==> src/rtl/lva_pkg.sv <==
// lva_pkg: shared types and default widths for the local variable array arbiter
package lva_pkg;
    localparam int ADDR_W = 8;
    localparam int DATA_W = 32;
    typedef enum logic [1:0] {IDLE, CHECK, WAIT, RESP} state_t;
    typedef struct packed {
        logic              write;
        logic [ADDR_W-1:0] index;
        logic [DATA_W-1:0] wdata;
    } req_t;
endpackage

==> src/rtl/lva_req_latch.sv <==
// lva_req_latch: per-port request register with pending/busy flag
module lva_req_latch
    import lva_pkg::*;
(
    input  logic              clk,
    input  logic              rst,
    input  logic              trigger,
    input  logic              write,
    input  logic [ADDR_W-1:0] index,
    input  logic [DATA_W-1:0] wdata,
    input  logic              clear,
    output logic              busy,
    output logic              req_write,
    output logic [ADDR_W-1:0] req_index,
    output logic [DATA_W-1:0] req_wdata
);
    req_t q;
    always_ff @(posedge clk) begin
        if (rst) begin
            busy <= 1'b0;
            q    <= '0;
        end else if (clear) begin
            busy <= 1'b0;
        end else if (trigger && !busy) begin
            busy <= 1'b1;
            q    <= '{write: write, index: index, wdata: wdata};
        end
    end
    assign req_write = q.write;
    assign req_index = q.index;
    assign req_wdata = q.wdata;
endmodule

==> src/rtl/lva_arbiter.sv <==
// lva_arbiter: round-robin access to the local variable array with frame checks and timeout
module lva_arbiter #(
    parameter int ADDR_W  = lva_pkg::ADDR_W,
    parameter int DATA_W  = lva_pkg::DATA_W,
    parameter int TIMEOUT = 15
) (
    input  logic              clk,
    input  logic              rst,
    input  logic [ADDR_W-1:0] frame_base,
    input  logic [ADDR_W-1:0] frame_size,
    input  logic              req0_trigger,
    input  logic              req0_write,
    input  logic [ADDR_W-1:0] req0_index,
    input  logic [DATA_W-1:0] req0_wdata,
    output logic              req0_busy,
    output logic              req0_done,
    output logic              req0_err,
    output logic [DATA_W-1:0] req0_rdata,
    input  logic              req1_trigger,
    input  logic              req1_write,
    input  logic [ADDR_W-1:0] req1_index,
    input  logic [DATA_W-1:0] req1_wdata,
    output logic              req1_busy,
    output logic              req1_done,
    output logic              req1_err,
    output logic [DATA_W-1:0] req1_rdata,
    output logic              mem_trigger,
    output logic              mem_write,
    output logic [ADDR_W-1:0] mem_addr,
    output logic [DATA_W-1:0] mem_wdata,
    input  logic [DATA_W-1:0] mem_rdata,
    input  logic              mem_done
);
    import lva_pkg::*;
    localparam int CW = $clog2(TIMEOUT + 1);
    state_t            state;
    logic              grant, last_grant, next_grant, err_q, upd;
    logic [ADDR_W-1:0] base_q, size_q;
    logic [DATA_W-1:0] rd_buf;
    logic [CW-1:0]     cnt;
    req_t              r0, r1, cur;
    lva_req_latch u_latch0 (
        .clk(clk), .rst(rst), .trigger(req0_trigger), .write(req0_write), .index(req0_index),
        .wdata(req0_wdata), .clear(state == RESP && !grant), .busy(req0_busy),
        .req_write(r0.write), .req_index(r0.index), .req_wdata(r0.wdata)
    );
    lva_req_latch u_latch1 (
        .clk(clk), .rst(rst), .trigger(req1_trigger), .write(req1_write), .index(req1_index),
        .wdata(req1_wdata), .clear(state == RESP && grant), .busy(req1_busy),
        .req_write(r1.write), .req_index(r1.index), .req_wdata(r1.wdata)
    );
    assign cur        = grant ? r1 : r0;
    assign next_grant = (req0_busy && req1_busy) ? !last_grant : req1_busy;
    always_ff @(posedge clk) begin
        if (rst) begin
            state <= IDLE;
            {grant, err_q, upd, base_q, size_q, rd_buf, cnt} <= '0;
            last_grant  <= 1'b1;
            {mem_trigger, mem_write, mem_addr, mem_wdata} <= '0;
            {req0_done, req0_err, req0_rdata, req1_done, req1_err, req1_rdata} <= '0;
        end else begin
            mem_trigger <= 1'b0;
            {req0_done, req0_err, req1_done, req1_err} <= '0;
            case (state)
                IDLE: if (req0_busy || req1_busy) begin
                    grant      <= next_grant;
                    last_grant <= next_grant;
                    base_q     <= frame_base;
                    size_q     <= frame_size;
                    state      <= CHECK;
                end
                CHECK: begin
                    upd <= 1'b0;
                    if (cur.index >= size_q) begin
                        err_q <= 1'b1;
                        state <= RESP;
                    end else begin
                        mem_addr    <= base_q - size_q + cur.index;
                        mem_write   <= cur.write;
                        mem_wdata   <= cur.wdata;
                        mem_trigger <= 1'b1;
                        err_q       <= 1'b0;
                        cnt         <= '0;
                        state       <= WAIT;
                    end
                end
                WAIT: if (mem_done) begin
                    rd_buf <= mem_rdata;
                    upd    <= !mem_write;
                    state  <= RESP;
                end else if (cnt == CW'(TIMEOUT - 1)) begin
                    err_q <= 1'b1;
                    state <= RESP;
                end else begin
                    cnt <= cnt + 1'b1;
                end
                RESP: begin
                    if (grant) begin
                        req1_done <= 1'b1;
                        req1_err  <= err_q;
                        if (upd) req1_rdata <= rd_buf;
                    end else begin
                        req0_done <= 1'b1;
                        req0_err  <= err_q;
                        if (upd) req0_rdata <= rd_buf;
                    end
                    state <= IDLE;
                end
                default: state <= IDLE;
            endcase
        end
    end
endmodule

==> config.mk <==
export PLATFORM = sky130hd
export DESIGN_NAME = lva_arbiter
export DESIGN_NICKNAME = d
export VERILOG_FILES = /design/src/rtl/lva_pkg.sv /design/src/rtl/lva_req_latch.sv /design/src/rtl/lva_arbiter.sv
export SDC_FILE = /design/constraint.sdc
export NUM_CORES = 1
export LEC_CHECK = 0
export CAP_MARGIN = 25
export CORE_ASPECT_RATIO = 0.7
export CORE_MARGIN = 5
export CORE_UTILIZATION = 53
export CTS_CLUSTER_SIZE = 28
export DETAILED_ROUTE_END_ITERATION = 10
export MAX_ROUTING_LAYER = met4
export PLACE_DENSITY_LB_ADDON = 0.15
export SYNTH_ARGS = -nofsm -noshare
export SYNTH_HDL_FRONTEND = slang
export SYNTH_SLANG_ARGS = --single-unit
==> constraint.sdc <==
create_clock -name clk -period 8.4 [get_ports clk]
set_input_delay 1.68 -clock clk [delete_from_list [all_inputs] [get_ports clk]]
set_output_delay 1.68 -clock clk [all_outputs]
set_load 0.02 [all_outputs]
==> qor.log, run 1 <==
INFO  floorplan      io_pins=247
INFO  detailed_routing route.vias.total=8,847
INFO  grt            globalRouteTotalUtil=23.5%
INFO  grt            vias_in_the_first_global_route=8,193
INFO  clock_tree     clkLatencyLatePin=520ps
INFO  clock_tree     clk_transition_reported_paths=70ps
INFO  synth          synth_edf_count=0
INFO  detailed_routing detail_route.drc_violations=0
INFO  power          total_switching_power=1180uW
INFO  synth          synth.distinct_cells=44
INFO  detailed_routing post_drt_via_cell_ratio=5.29
INFO  floorplan      core_region_area=0.0182mm2
INFO  detailed_routing detail_route.wl_per_cell=15.8um
INFO  detailed_routing postRouteWirelength=26,400um
INFO  clock_tree     tritoncts_clock_tree=done
INFO  sta            tns=0ps
INFO  finish         final_util=73.0%
INFO  power          internal-power=2470uW
INFO  clock_tree     post-cts-setup-buffer-count=0
INFO  power          post-layout-total-power=3650uW
INFO  power          power.density=275mW/mm2
INFO  floorplan      floorplan.initialDensity=54.6%
INFO  synth          yosys.area.top_type=sky130_fd_sc_hd__dfxtp_1
INFO  synth          cell_count_after_synthesis=1,218
INFO  power          sequentialPowerShare=39.9%
INFO  sta            finClkSkew=10.5ps
INFO  hold_path      timing.hold.worst.class=flip-flop to flip-flop
INFO  sta            grt_setup_unrepaired=false
INFO  grt            grt_first_pass_wirelength=41,900um
INFO  detailed_routing detail_route.first_pass.iterations=6
INFO  synth          synthDominantCellAreaShare=50.7%
INFO  clock_tree     tritoncts.num_buffers=24
INFO  worst_setup_path critPathMaxFanout=8
INFO  clock_tree     cts_buffer_depth=3
INFO  floorplan      die-area=0.0216mm2
INFO  clock_tree     cts.sinks=252
INFO  place          place.gp.congestion=0.810
INFO  power          p_comb_share=31.0%
INFO  synth          synthFlopType=sky130_fd_sc_hd__dfxtp_1
INFO  sta            slew-limit-headroom=36.8%
INFO  sta            tightestPinTransition=948ps
INFO  sta            final_period_minus_worst_setup_slack=3370ps
INFO  finish         antennaDiodeCount=0
INFO  finish         fraction_of_final_layout_cells_sized_beyond_drive_strength_1=5.08%
INFO  sta            setup_ws=5030ps
INFO  worst_setup_path crit_path_start_kind=flip-flop
INFO  worst_setup_path crit_type=flip-flop to primary output
INFO  detailed_routing dr.first_iter.drc_count=640
INFO  sta            setup_viol_count_final=0
INFO  power          leakagePower=0.00476uW
INFO  clock_tree     post_cts_hold_buffer_count=0
INFO  synth          postSynthAreaPerCell=8.16um2
INFO  sta            hold-worst-slack=453ps
INFO  grt            gr-total-overflow=0
INFO  worst_setup_path critPathSlowestCell=sky130_fd_sc_hd__clkdlybuf4s50_1
INFO  synth          syn-cell-area=0.00994mm2
INFO  grt            pin_count_of_the_biggest_net_entering_global_routing=170
INFO  status         status=complete, no violations
INFO  sta            report.final.hold_viol_count=0
INFO  place          buffer_ports.inserted=246
INFO  place          dp_hpwl=17,500um
INFO  floorplan      die_height=125um
INFO  flow_run       drv_cap=0
INFO  sta            slew_violations=0
INFO  power          max_vdd_drop=0.000203V
INFO  synth          synthesis.yosys.warnings=0
INFO  power          sw_ratio=32.3%
INFO  worst_setup_path cp_cell_sequence=clkdlybuf4s50_1
INFO  worst_setup_path crit_path_max_incr_delay=680ps
INFO  power          power.clock.fraction=29.2%
INFO  sta            period_share=40.1%
INFO  worst_setup_path critical_path_buf_inv_count=1
INFO  worst_setup_path worst_path_dominant_cell_family=buffers and inverters
INFO  worst_setup_path type_of_element_capturing_the_critical_path=primary output
INFO  sta            fmax=0.297GHz
INFO  place          pre_cts_ws=4430ps
INFO  synth          ys_seq_area_share=50.7%
INFO  floorplan      die_width=174um
INFO  floorplan      num_rows=41
INFO  worst_setup_path worst-endpoint-required=6720ps
INFO  synth          netlist_top_cells_area=sky130_fd_sc_hd__dfxtp_1 51%, sky130_fd_sc_hd__nand2_1 15%, sky130_fd_sc_hd__a21oi_1 11%
INFO  finish         design.final.nets=1,583
INFO  synth          postSynthRegisterBits=252
INFO  finish         area_delta_synth_final=33.7%
INFO  worst_setup_path worst-endpoint-arrival=1690ps
INFO  clock_tree     cts_root_buffer=sky130_fd_sc_hd__clkbuf_16
INFO  detailed_routing final_antenna_net_count=0
INFO  synth          postSynth.asyncResetShare=0%
INFO  clock_tree     cts_resized=0
INFO  synth          net_count_synth=1,381
INFO  clock_tree     h-tree-depth=1
INFO  grt            antenna_found_initial=0
metal layers:
metal | routed length (um) | global-route usage, % | vias up
li1 | - | - | 4392
met1 | 12300 | 32.3 | 4135
met2 | 12000 | 36.5 | 280
met3 | 1580 | 4.31 | 40
met4 | 505 | 5.49 | 0
met5 | 0 | - | -
sequential cells by signal, summed over array words and instances (netlist names), 2 cells and up:
register            flops
req1_rdata             32
u_latch0.req_index      8
rd_buf                 32
state                   2
mem_addr                8
req0_rdata             32
mem_wdata              32
base_q                  8
cnt                     4
u_latch1.req_index      8
size_q                  8
u_latch1.req_wdata     32
u_latch0.req_wdata     32
cell families (layout without fill, tap and decap cells):
kind of cell	Yosys count	in the layout	share of synthesized area, %
buf+inv	124	342	4.90
fa+ha+maj	28	28	4.05
xor+xnor	7	7	0.617
simple gates	492	492	19.6
compound gates	268	268	15.4
flops	252	252	50.7
mux	47	47	4.75
worst paths after layout:
| path | start | cells after the start | slack [ps] | endpoint |
|---|---|---|---|---|
| max reg2reg | grant | 10 | 5250 | mem_addr[7] |
| min | req0_rdata[24] | 2 | 450 | req0_rdata[24] |
| max | u_latch0.busy | 1 | 5030 | req0_busy |
| min reg2reg | req0_rdata[24] | 2 | 450 | req0_rdata[24] |
power by group through the flow:
stage / logic (uW) / clock network, uW / registers, uW
floorplan: 658 / 0 / 1550
global placement: 1100 / 0 / 1480
detailed placement: 1130 / 0 / 1480
CTS: 1130 / 1080 / 1460
global route: 1250 / 1140 / 1480
finish: 1130 / 1070 / 1460
layout by cell type (no fill, tap or decap), types with 6 or more instances in the layout:
cell type                         instances
sky130_fd_sc_hd__inv_1                   39
sky130_fd_sc_hd__xnor2_1                  7
sky130_fd_sc_hd__ha_1                    21
sky130_fd_sc_hd__clkbuf_8                 8
sky130_fd_sc_hd__fa_1                     7
sky130_fd_sc_hd__nor2_1                  58
sky130_fd_sc_hd__clkbuf_16               24
sky130_fd_sc_hd__a211oi_1                26
sky130_fd_sc_hd__o21ai_0                  6
sky130_fd_sc_hd__a21oi_1                211
sky130_fd_sc_hd__clkdlybuf4s50_1        245
sky130_fd_sc_hd__buf_4                   13
sky130_fd_sc_hd__nor2b_1                  9
sky130_fd_sc_hd__mux2i_1                 46
sky130_fd_sc_hd__clkbuf_1                 6
sky130_fd_sc_hd__dfxtp_1                251
sky130_fd_sc_hd__a211oi_2                10
sky130_fd_sc_hd__nand2_1                400
worst reg2reg max path, stage by stage, from the launching register on:
cell,delay (ps)
sky130_fd_sc_hd__dfxtp_2,660
sky130_fd_sc_hd__mux2i_1,390
sky130_fd_sc_hd__fa_1,470
sky130_fd_sc_hd__inv_1,70
sky130_fd_sc_hd__ha_1,280
sky130_fd_sc_hd__a21oi_1,180
sky130_fd_sc_hd__nor2b_1,60
sky130_fd_sc_hd__a311oi_1,380
sky130_fd_sc_hd__a21oi_1,160
sky130_fd_sc_hd__xnor2_1,160
sky130_fd_sc_hd__a211oi_1,240
Yosys cell counts (6+ instances only):
cell type	instances
sky130_fd_sc_hd__fa_1	7
sky130_fd_sc_hd__inv_1	39
sky130_fd_sc_hd__a211oi_2	11
sky130_fd_sc_hd__mux2i_1	46
sky130_fd_sc_hd__dfxtp_1	252
sky130_fd_sc_hd__xnor2_1	7
sky130_fd_sc_hd__nand2_1	400
sky130_fd_sc_hd__nor2_1	59
sky130_fd_sc_hd__ha_1	21
sky130_fd_sc_hd__o21ai_0	6
sky130_fd_sc_hd__clkbuf_1	71
sky130_fd_sc_hd__a21oi_1	211
sky130_fd_sc_hd__a211oi_1	26
sky130_fd_sc_hd__nor2b_1	9
sky130_fd_sc_hd__buf_2	11
through the flow:
step	cells	instance area, um2
4_1_cts	1671	13300
3_3_place_gp	1627	12500
6_report	1672	13300
5_1_grt	1672	13300
2_1_floorplan	1218	9940
3_5_place_dp	1629	12500
cell type report:
type                    instances  area (um2)
flip-flops and latches        252        5050
fillers                      1450        4920
multi-input cells             842        4420
repair buffers                261        2600
clock buffers                  37         719
well taps                     236         295
inverters                      39         146
clock inverters                 5        61.3
Power figures use the tool's default switching activity.
==> inputs of run 2 (changes only) <==
Settings changed: CORE_UTILIZATION 53 to 49.
Clock period 8.4 ns to 3.3 ns, I/O delays scaled along.
==> qor.log, run 2 (synthesized netlist as in run 1, its figures left out) <==
INFO  detailed_routing dr.first_iter.drc_count=642 [+0.31%]
INFO  detailed_routing detail_route.wl_per_cell=15.6um [-1.1%]
INFO  power          post-layout-total-power=9580uW [+160%]
INFO  clock_tree     cts_resized=0 [unchanged]
INFO  sta            slew-limit-headroom=36.9% [+0.15 points]
INFO  worst_setup_path worst-endpoint-arrival=3210ps [+1520 ps]
INFO  detailed_routing detail_route.drc_violations=0 [unchanged]
INFO  place          dp_hpwl=18,000um [+2.8%]
INFO  worst_setup_path crit_type=flip-flop to flip-flop
INFO  sta            fmax=0.358GHz
INFO  power          power.density=713mW/mm2 [+160%]
INFO  clock_tree     clk_transition_reported_paths=60ps [about the same]
INFO  sta            setup_viol_count_final=0 [unchanged]
INFO  sta            period_share=84.6%
INFO  detailed_routing route.vias.total=8,708 [-1.6%]
INFO  finish         design.final.nets=1,585 [+0.13%]
INFO  clock_tree     post_cts_hold_buffer_count=0 [unchanged]
INFO  sta            finClkSkew=12.0ps [+1.47 ps]
INFO  sta            grt_setup_unrepaired=false
INFO  grt            grt_first_pass_wirelength=42,600um [+1.7%]
INFO  sta            slew_violations=0 [unchanged]
INFO  grt            antenna_found_initial=0 [unchanged]
INFO  sta            tns=0ps [unchanged]
INFO  finish         layout_commonest_cell=sky130_fd_sc_hd__nand2_1
INFO  place          buffer_ports.inserted=246 [unchanged]
INFO  floorplan      core_region_area=0.0199mm2 [+9.0%]
INFO  place          place.gp.congestion=0.844 [+4.2%]
INFO  finish         most-common-layout-cells=400 x sky130_fd_sc_hd__nand2_1, 251 x sky130_fd_sc_hd__dfxtp_1, 245 x sky130_fd_sc_hd__clkdlybuf4s50_1, 211 x sky130_fd_sc_hd__a21oi_1, 58 x sky130_fd_sc_hd__nor2_1
INFO  power          max_vdd_drop=0.000461V [+130%]
INFO  worst_setup_path critPathMaxFanout=9 [+1]
INFO  flow_run       drv_cap=0 [unchanged]
INFO  floorplan      die_height=129um [+3.7%]
INFO  floorplan      num_rows=43 [+4.9%]
INFO  sta            tightestPinTransition=946ps [-2.21 ps]
INFO  worst_setup_path crit_path_start_kind=flip-flop
INFO  sta            final_period_minus_worst_setup_slack=2790ps
INFO  clock_tree     cts.sinks=252 [unchanged]
INFO  finish         layoutNonFillerInstCount=1,709 [+2.2%]
INFO  detailed_routing final_antenna_net_count=0 [unchanged]
INFO  clock_tree     cts_buffer_depth=3 [unchanged]
INFO  detailed_routing postRouteWirelength=26,600um [+1.1%]
INFO  worst_setup_path type_of_element_capturing_the_critical_path=flip-flop
INFO  sta            report.final.hold_viol_count=0 [unchanged]
INFO  detailed_routing detail_route.first_pass.iterations=5 [-1]
INFO  worst_setup_path worst-endpoint-required=3720ps [-3000 ps]
INFO  place          place_inst=1,665 [+2.2%]
INFO  hold_path      timing.hold.worst.class=flip-flop to flip-flop
INFO  clock_tree     post-cts-setup-buffer-count=0 [unchanged]
INFO  status         status=complete, no violations
INFO  clock_tree     tritoncts.num_buffers=25 [+4.2%]
INFO  finish         fraction_of_final_layout_cells_sized_beyond_drive_strength_1=5.35% [+0.27 points]
INFO  clock_tree     clkLatencyLatePin=520ps [about the same]
INFO  worst_setup_path reg2reg_setup_slack=510ps [-4740 ps]
INFO  finish         final_util=67.6% [-5.4 points]
INFO  detailed_routing post_drt_via_cell_ratio=5.10 [-3.7%]
INFO  power          leakagePower=0.00480uW [+0.78%]
INFO  finish         area_delta_synth_final=35.0%
INFO  grt            gr-total-overflow=0 [unchanged]
INFO  clock_tree     cts_root_buffer=sky130_fd_sc_hd__clkbuf_16
INFO  grt            vias_in_the_first_global_route=8,344 [+1.8%]
INFO  clock_tree     h-tree-depth=1 [unchanged]
INFO  floorplan      floorplan.initialDensity=50.1% [-4.5 points]
INFO  grt            pin_count_of_the_biggest_net_entering_global_routing=114 [-33%]
INFO  floorplan      die-area=0.0233mm2 [+7.6%]
INFO  floorplan      io_pins=247 [unchanged]
INFO  grt            globalRouteTotalUtil=22.5% [-1.0 points]
INFO  clock_tree     tritoncts_clock_tree=done
INFO  finish         antennaDiodeCount=0 [unchanged]
INFO  floorplan      die_width=180um [+3.8%]
[run 2: area by class of cell]
| class | count | area (um2) |
|---|---|---|
| fillers | 1690 | 6430 |
| flip-flops and latches | 252 | 5050 |
| multi-input cells | 842 | 4420 |
| repair buffers | 262 | 2610 |
| clock buffers | 34 | 699 |
| well taps | 270 | 338 |
| clock inverters | 10 | 156 |
| inverters | 39 | 146 |
[run 2: critical path, cell delays in order, from the launching register on]
cell	delay, ps
sky130_fd_sc_hd__dfxtp_2	480
sky130_fd_sc_hd__mux2i_1	290
sky130_fd_sc_hd__fa_1	500
sky130_fd_sc_hd__inv_1	80
sky130_fd_sc_hd__ha_1	230
sky130_fd_sc_hd__a21oi_1	150
sky130_fd_sc_hd__nor2b_1	80
sky130_fd_sc_hd__a311oi_1	400
sky130_fd_sc_hd__a21oi_1	140
sky130_fd_sc_hd__xnor2_1	140
sky130_fd_sc_hd__a211oi_1	210
[run 2: worst paths after layout]
path,from,to,cells after the start
worst min-delay path,req1_rdata[18],req1_rdata[18],2
worst max-delay path,grant,mem_addr[7],10
worst max register to register,grant,mem_addr[7],10
worst min register to register,req1_rdata[18],req1_rdata[18],2
[run 2: through the flow]
stage	setup WS (ps)	cell area [um2]	hold slack [ps]
floorplan	352	9940	433
global placement	565	12600	441
detailed placement	540	12600	446
CTS	520	13400	454
global route	297	13400	469
finish	509	13400	452
[run 2: report_power, final]
group	leakage (uW)	total [uW]	internal [uW]	switching (uW)
clock	0.000420	2950	1790	1160
combinational	0.00233	2920	1290	1640
sequential	0.00205	3700	3440	259
[run 2: layer usage]
metal,vias up,GRT usage (%),wire length [um]
met5,-,-,0
met4,0,4.18,383
met2,224,35.4,12100
li1,4387,-,-
met1,4065,31.0,12700
met3,32,4.18,1470
==> inputs of run 3 (changes only) <==
Settings changed: CORE_UTILIZATION 49 to 45.
Clock period 3.3 ns to 2.46 ns, I/O delays scaled along.
==> qor.log, run 3 (synthesized netlist as in run 1, its figures left out) <==
INFO  detailed_routing route.vias.total=8,830 [+1.4%]
INFO  place          place_inst=1,695 [+1.8%]
INFO  place          postPlaceCellArea=0.0128mm2 [+1.7%]
INFO  clock_tree     tritoncts.num_buffers=25 [unchanged]
INFO  grt            globalRouteTotalUtil=21.9% [-0.62 points]
INFO  clock_tree     cts_buffer_depth=3 [unchanged]
INFO  floorplan      num_rows=45 [+4.7%]
INFO  finish         fraction_of_final_layout_cells_sized_beyond_drive_strength_1=8.62% [+3.3 points]
INFO  sta            finClkSkew=15.9ps [+3.87 ps]
INFO  sta            grt_setup_unrepaired=true
INFO  power          leakagePower=0.00495uW [+3.2%]
INFO  place          pre_cts_ws=-145ps [-685 ps]
INFO  worst_setup_path critPathMaxFanout=7 [-2]
INFO  power          power.density=963mW/mm2 [+35%]
INFO  detailed_routing dr.first_iter.drc_count=571 [-11%]
INFO  floorplan      floorplan.initialDensity=45.7% [-4.3 points]
INFO  detailed_routing final_antenna_net_count=0 [unchanged]
INFO  finish         final_util=63.9% [-3.7 points]
INFO  grt            antenna_found_initial=0 [unchanged]
INFO  detailed_routing post_drt_via_cell_ratio=5.07 [-0.58%]
INFO  sta            setup_viol_count_final=3 [+3]
INFO  clock_tree     clk_transition_reported_paths=60ps [about the same]
INFO  detailed_routing detail_route.drc_violations=0 [unchanged]
INFO  sta            fmax=0.398GHz [+11%]
INFO  status         status=finished, violations left
INFO  worst_setup_path crit_path_start_kind=flip-flop
INFO  place          dp_hpwl=18,800um [+4.6%]
INFO  power          max_vdd_drop=0.000558V [+21%]
INFO  floorplan      die_width=188um [+4.1%]
INFO  floorplan      io_pins=247 [unchanged]
INFO  hold_path      timing.hold.worst.class=flip-flop to flip-flop
INFO  detailed_routing postRouteWirelength=28,500um [+7.0%]
INFO  grt            grt_first_pass_wirelength=44,500um [+4.5%]
INFO  finish         layout_commonest_cell=sky130_fd_sc_hd__nand2_1
INFO  worst_setup_path worst-endpoint-arrival=2930ps [-280 ps]
INFO  sta            tns=-136ps [-136 ps]
INFO  flow_run       drv_cap=0 [unchanged]
INFO  clock_tree     tritoncts_clock_tree=done
INFO  clock_tree     cts_root_buffer=sky130_fd_sc_hd__clkbuf_16
INFO  sta            slew-limit-headroom=49.8% [+13 points]
INFO  clock_tree     h-tree-depth=1 [unchanged]
INFO  clock_tree     clkLatencyLatePin=510ps [about the same]
INFO  sta            period_share=102% [+18 points]
INFO  grt            pin_count_of_the_biggest_net_entering_global_routing=116 [+1.8%]
INFO  finish         stdcell_area=0.0139mm2 [+3.4%]
INFO  worst_setup_path type_of_element_capturing_the_critical_path=flip-flop
INFO  worst_setup_path crit_type=flip-flop to flip-flop
INFO  finish         design.final.nets=1,607 [+1.4%]
INFO  detailed_routing detail_route.wl_per_cell=16.4um [+4.9%]
INFO  clock_tree     post_cts_hold_buffer_count=0 [unchanged]
INFO  floorplan      die-area=0.0252mm2 [+8.3%]
INFO  finish         filler_cell_count=1,897 [+12%]
INFO  sta            report.final.hold_viol_count=0 [unchanged]
INFO  sta            final_period_minus_worst_setup_slack=2510ps [-279 ps]
INFO  sta            setup_ws=-51.9ps [-561 ps]
INFO  finish         layoutNonFillerInstCount=1,743 [+2.0%]
INFO  status         violations=negative setup slack
INFO  finish         area_delta_synth_final=39.6%
INFO  finish         most-common-layout-cells=400 x sky130_fd_sc_hd__nand2_1, 251 x sky130_fd_sc_hd__dfxtp_1, 245 x sky130_fd_sc_hd__clkdlybuf4s50_1, 207 x sky130_fd_sc_hd__a21oi_1, 58 x sky130_fd_sc_hd__nor2_1
INFO  sta            tightestPinTransition=753ps [-193 ps]
INFO  worst_setup_path worst-endpoint-required=2870ps [-850 ps]
INFO  place          place.gp.congestion=0.831 [-1.5%]
INFO  sta            slew_violations=0 [unchanged]
INFO  grt            vias_in_the_first_global_route=8,403 [+0.71%]
INFO  finish         antennaDiodeCount=0 [unchanged]
INFO  place          buffer_ports.inserted=246 [unchanged]
INFO  grt            gr-total-overflow=0 [unchanged]
INFO  floorplan      core_region_area=0.0217mm2 [+9.5%]
INFO  clock_tree     cts.sinks=252 [unchanged]
INFO  detailed_routing detail_route.first_pass.iterations=4 [-1]
INFO  floorplan      die_height=134um [+4.0%]
[run 3: cell count changes in the layout (fill, tap and decap cells not counted), moves of 3 or more]
cell	delta
sky130_fd_sc_hd__bufinv_16	-3
sky130_fd_sc_hd__mux2i_4	+7
sky130_fd_sc_hd__a21oi_1	-4
sky130_fd_sc_hd__inv_1	-3
sky130_fd_sc_hd__mux2i_1	-7
sky130_fd_sc_hd__a21oi_2	+4
sky130_fd_sc_hd__ha_4	+6
sky130_fd_sc_hd__ha_1	-6
sky130_fd_sc_hd__clkbuf_8	+6
sky130_fd_sc_hd__inv_2	+3
sky130_fd_sc_hd__buf_4	+14
[run 3: through the flow]
| step | hold slack (ps) | total power (uW) |
|---|---|---|
| floorplan | 433 | 7610 |
| global placement | 442 | 9110 |
| detailed placement | 446 | 9200 |
| CTS | 455 | 13200 |
| global route | 470 | 14100 |
| finish | 454 | 13400 |
[run 3: power by group]
group          internal [uW]  switching, uW
combinational           2150           2420
clock                   2270           1530
sequential              4620            377
total                   9040           4330
[run 3: worst max-delay path: stages (launching register included)]
cell,delay [ps]
sky130_fd_sc_hd__dfxtp_4,460
sky130_fd_sc_hd__mux2i_4,280
sky130_fd_sc_hd__fa_2,500
sky130_fd_sc_hd__inv_2,80
sky130_fd_sc_hd__ha_4,190
sky130_fd_sc_hd__a21oi_2,150
sky130_fd_sc_hd__nor2b_2,70
sky130_fd_sc_hd__a311oi_2,260
sky130_fd_sc_hd__a21oi_1,120
sky130_fd_sc_hd__xnor2_1,140
sky130_fd_sc_hd__a211oi_1,190
[run 3: final timing paths]
check | from | to | slack [ps] | cells past startpoint
worst max-delay path | grant | mem_addr[7] | -50 | 10
worst min-delay path | req0_rdata[11] | req0_rdata[11] | 450 | 2
worst max register to register | grant | mem_addr[7] | -50 | 10
worst min register to register | req0_rdata[11] | req0_rdata[11] | 450 | 2
[run 3: metal layers]
metal	GRT usage, %	part of all wire, %	wire length, um	up-vias
li1	-	-	-	4432
met1	31.8	49	14000	4133
met2	32.6	44	12600	234
met3	3.69	5.2	1490	31
met4	3.99	1.5	417	0
met5	-	0	0	-
[run 3: layout make-up]
| class | count | area (um2) | share of cell area [%] |
|---|---|---|---|
| sequential | 252 | 5050 | 36.4 |
| timing repair buffer | 284 | 2870 | 20.7 |
| tap | 282 | 353 | 2.54 |
| clock buffer | 39 | 778 | 5.61 |
| inverter | 39 | 146 | 1.05 |
| multi-input combinational | 842 | 4630 | 33.3 |
| clock inverter | 5 | 53.8 | 0.388 |
[run 3: repair_timing]
item,CTS,global route
cloned,2,1
pin swaps,1,9
resized for setup,9,28
buffers inserted,1,0
setup endpoints to repair,40,45
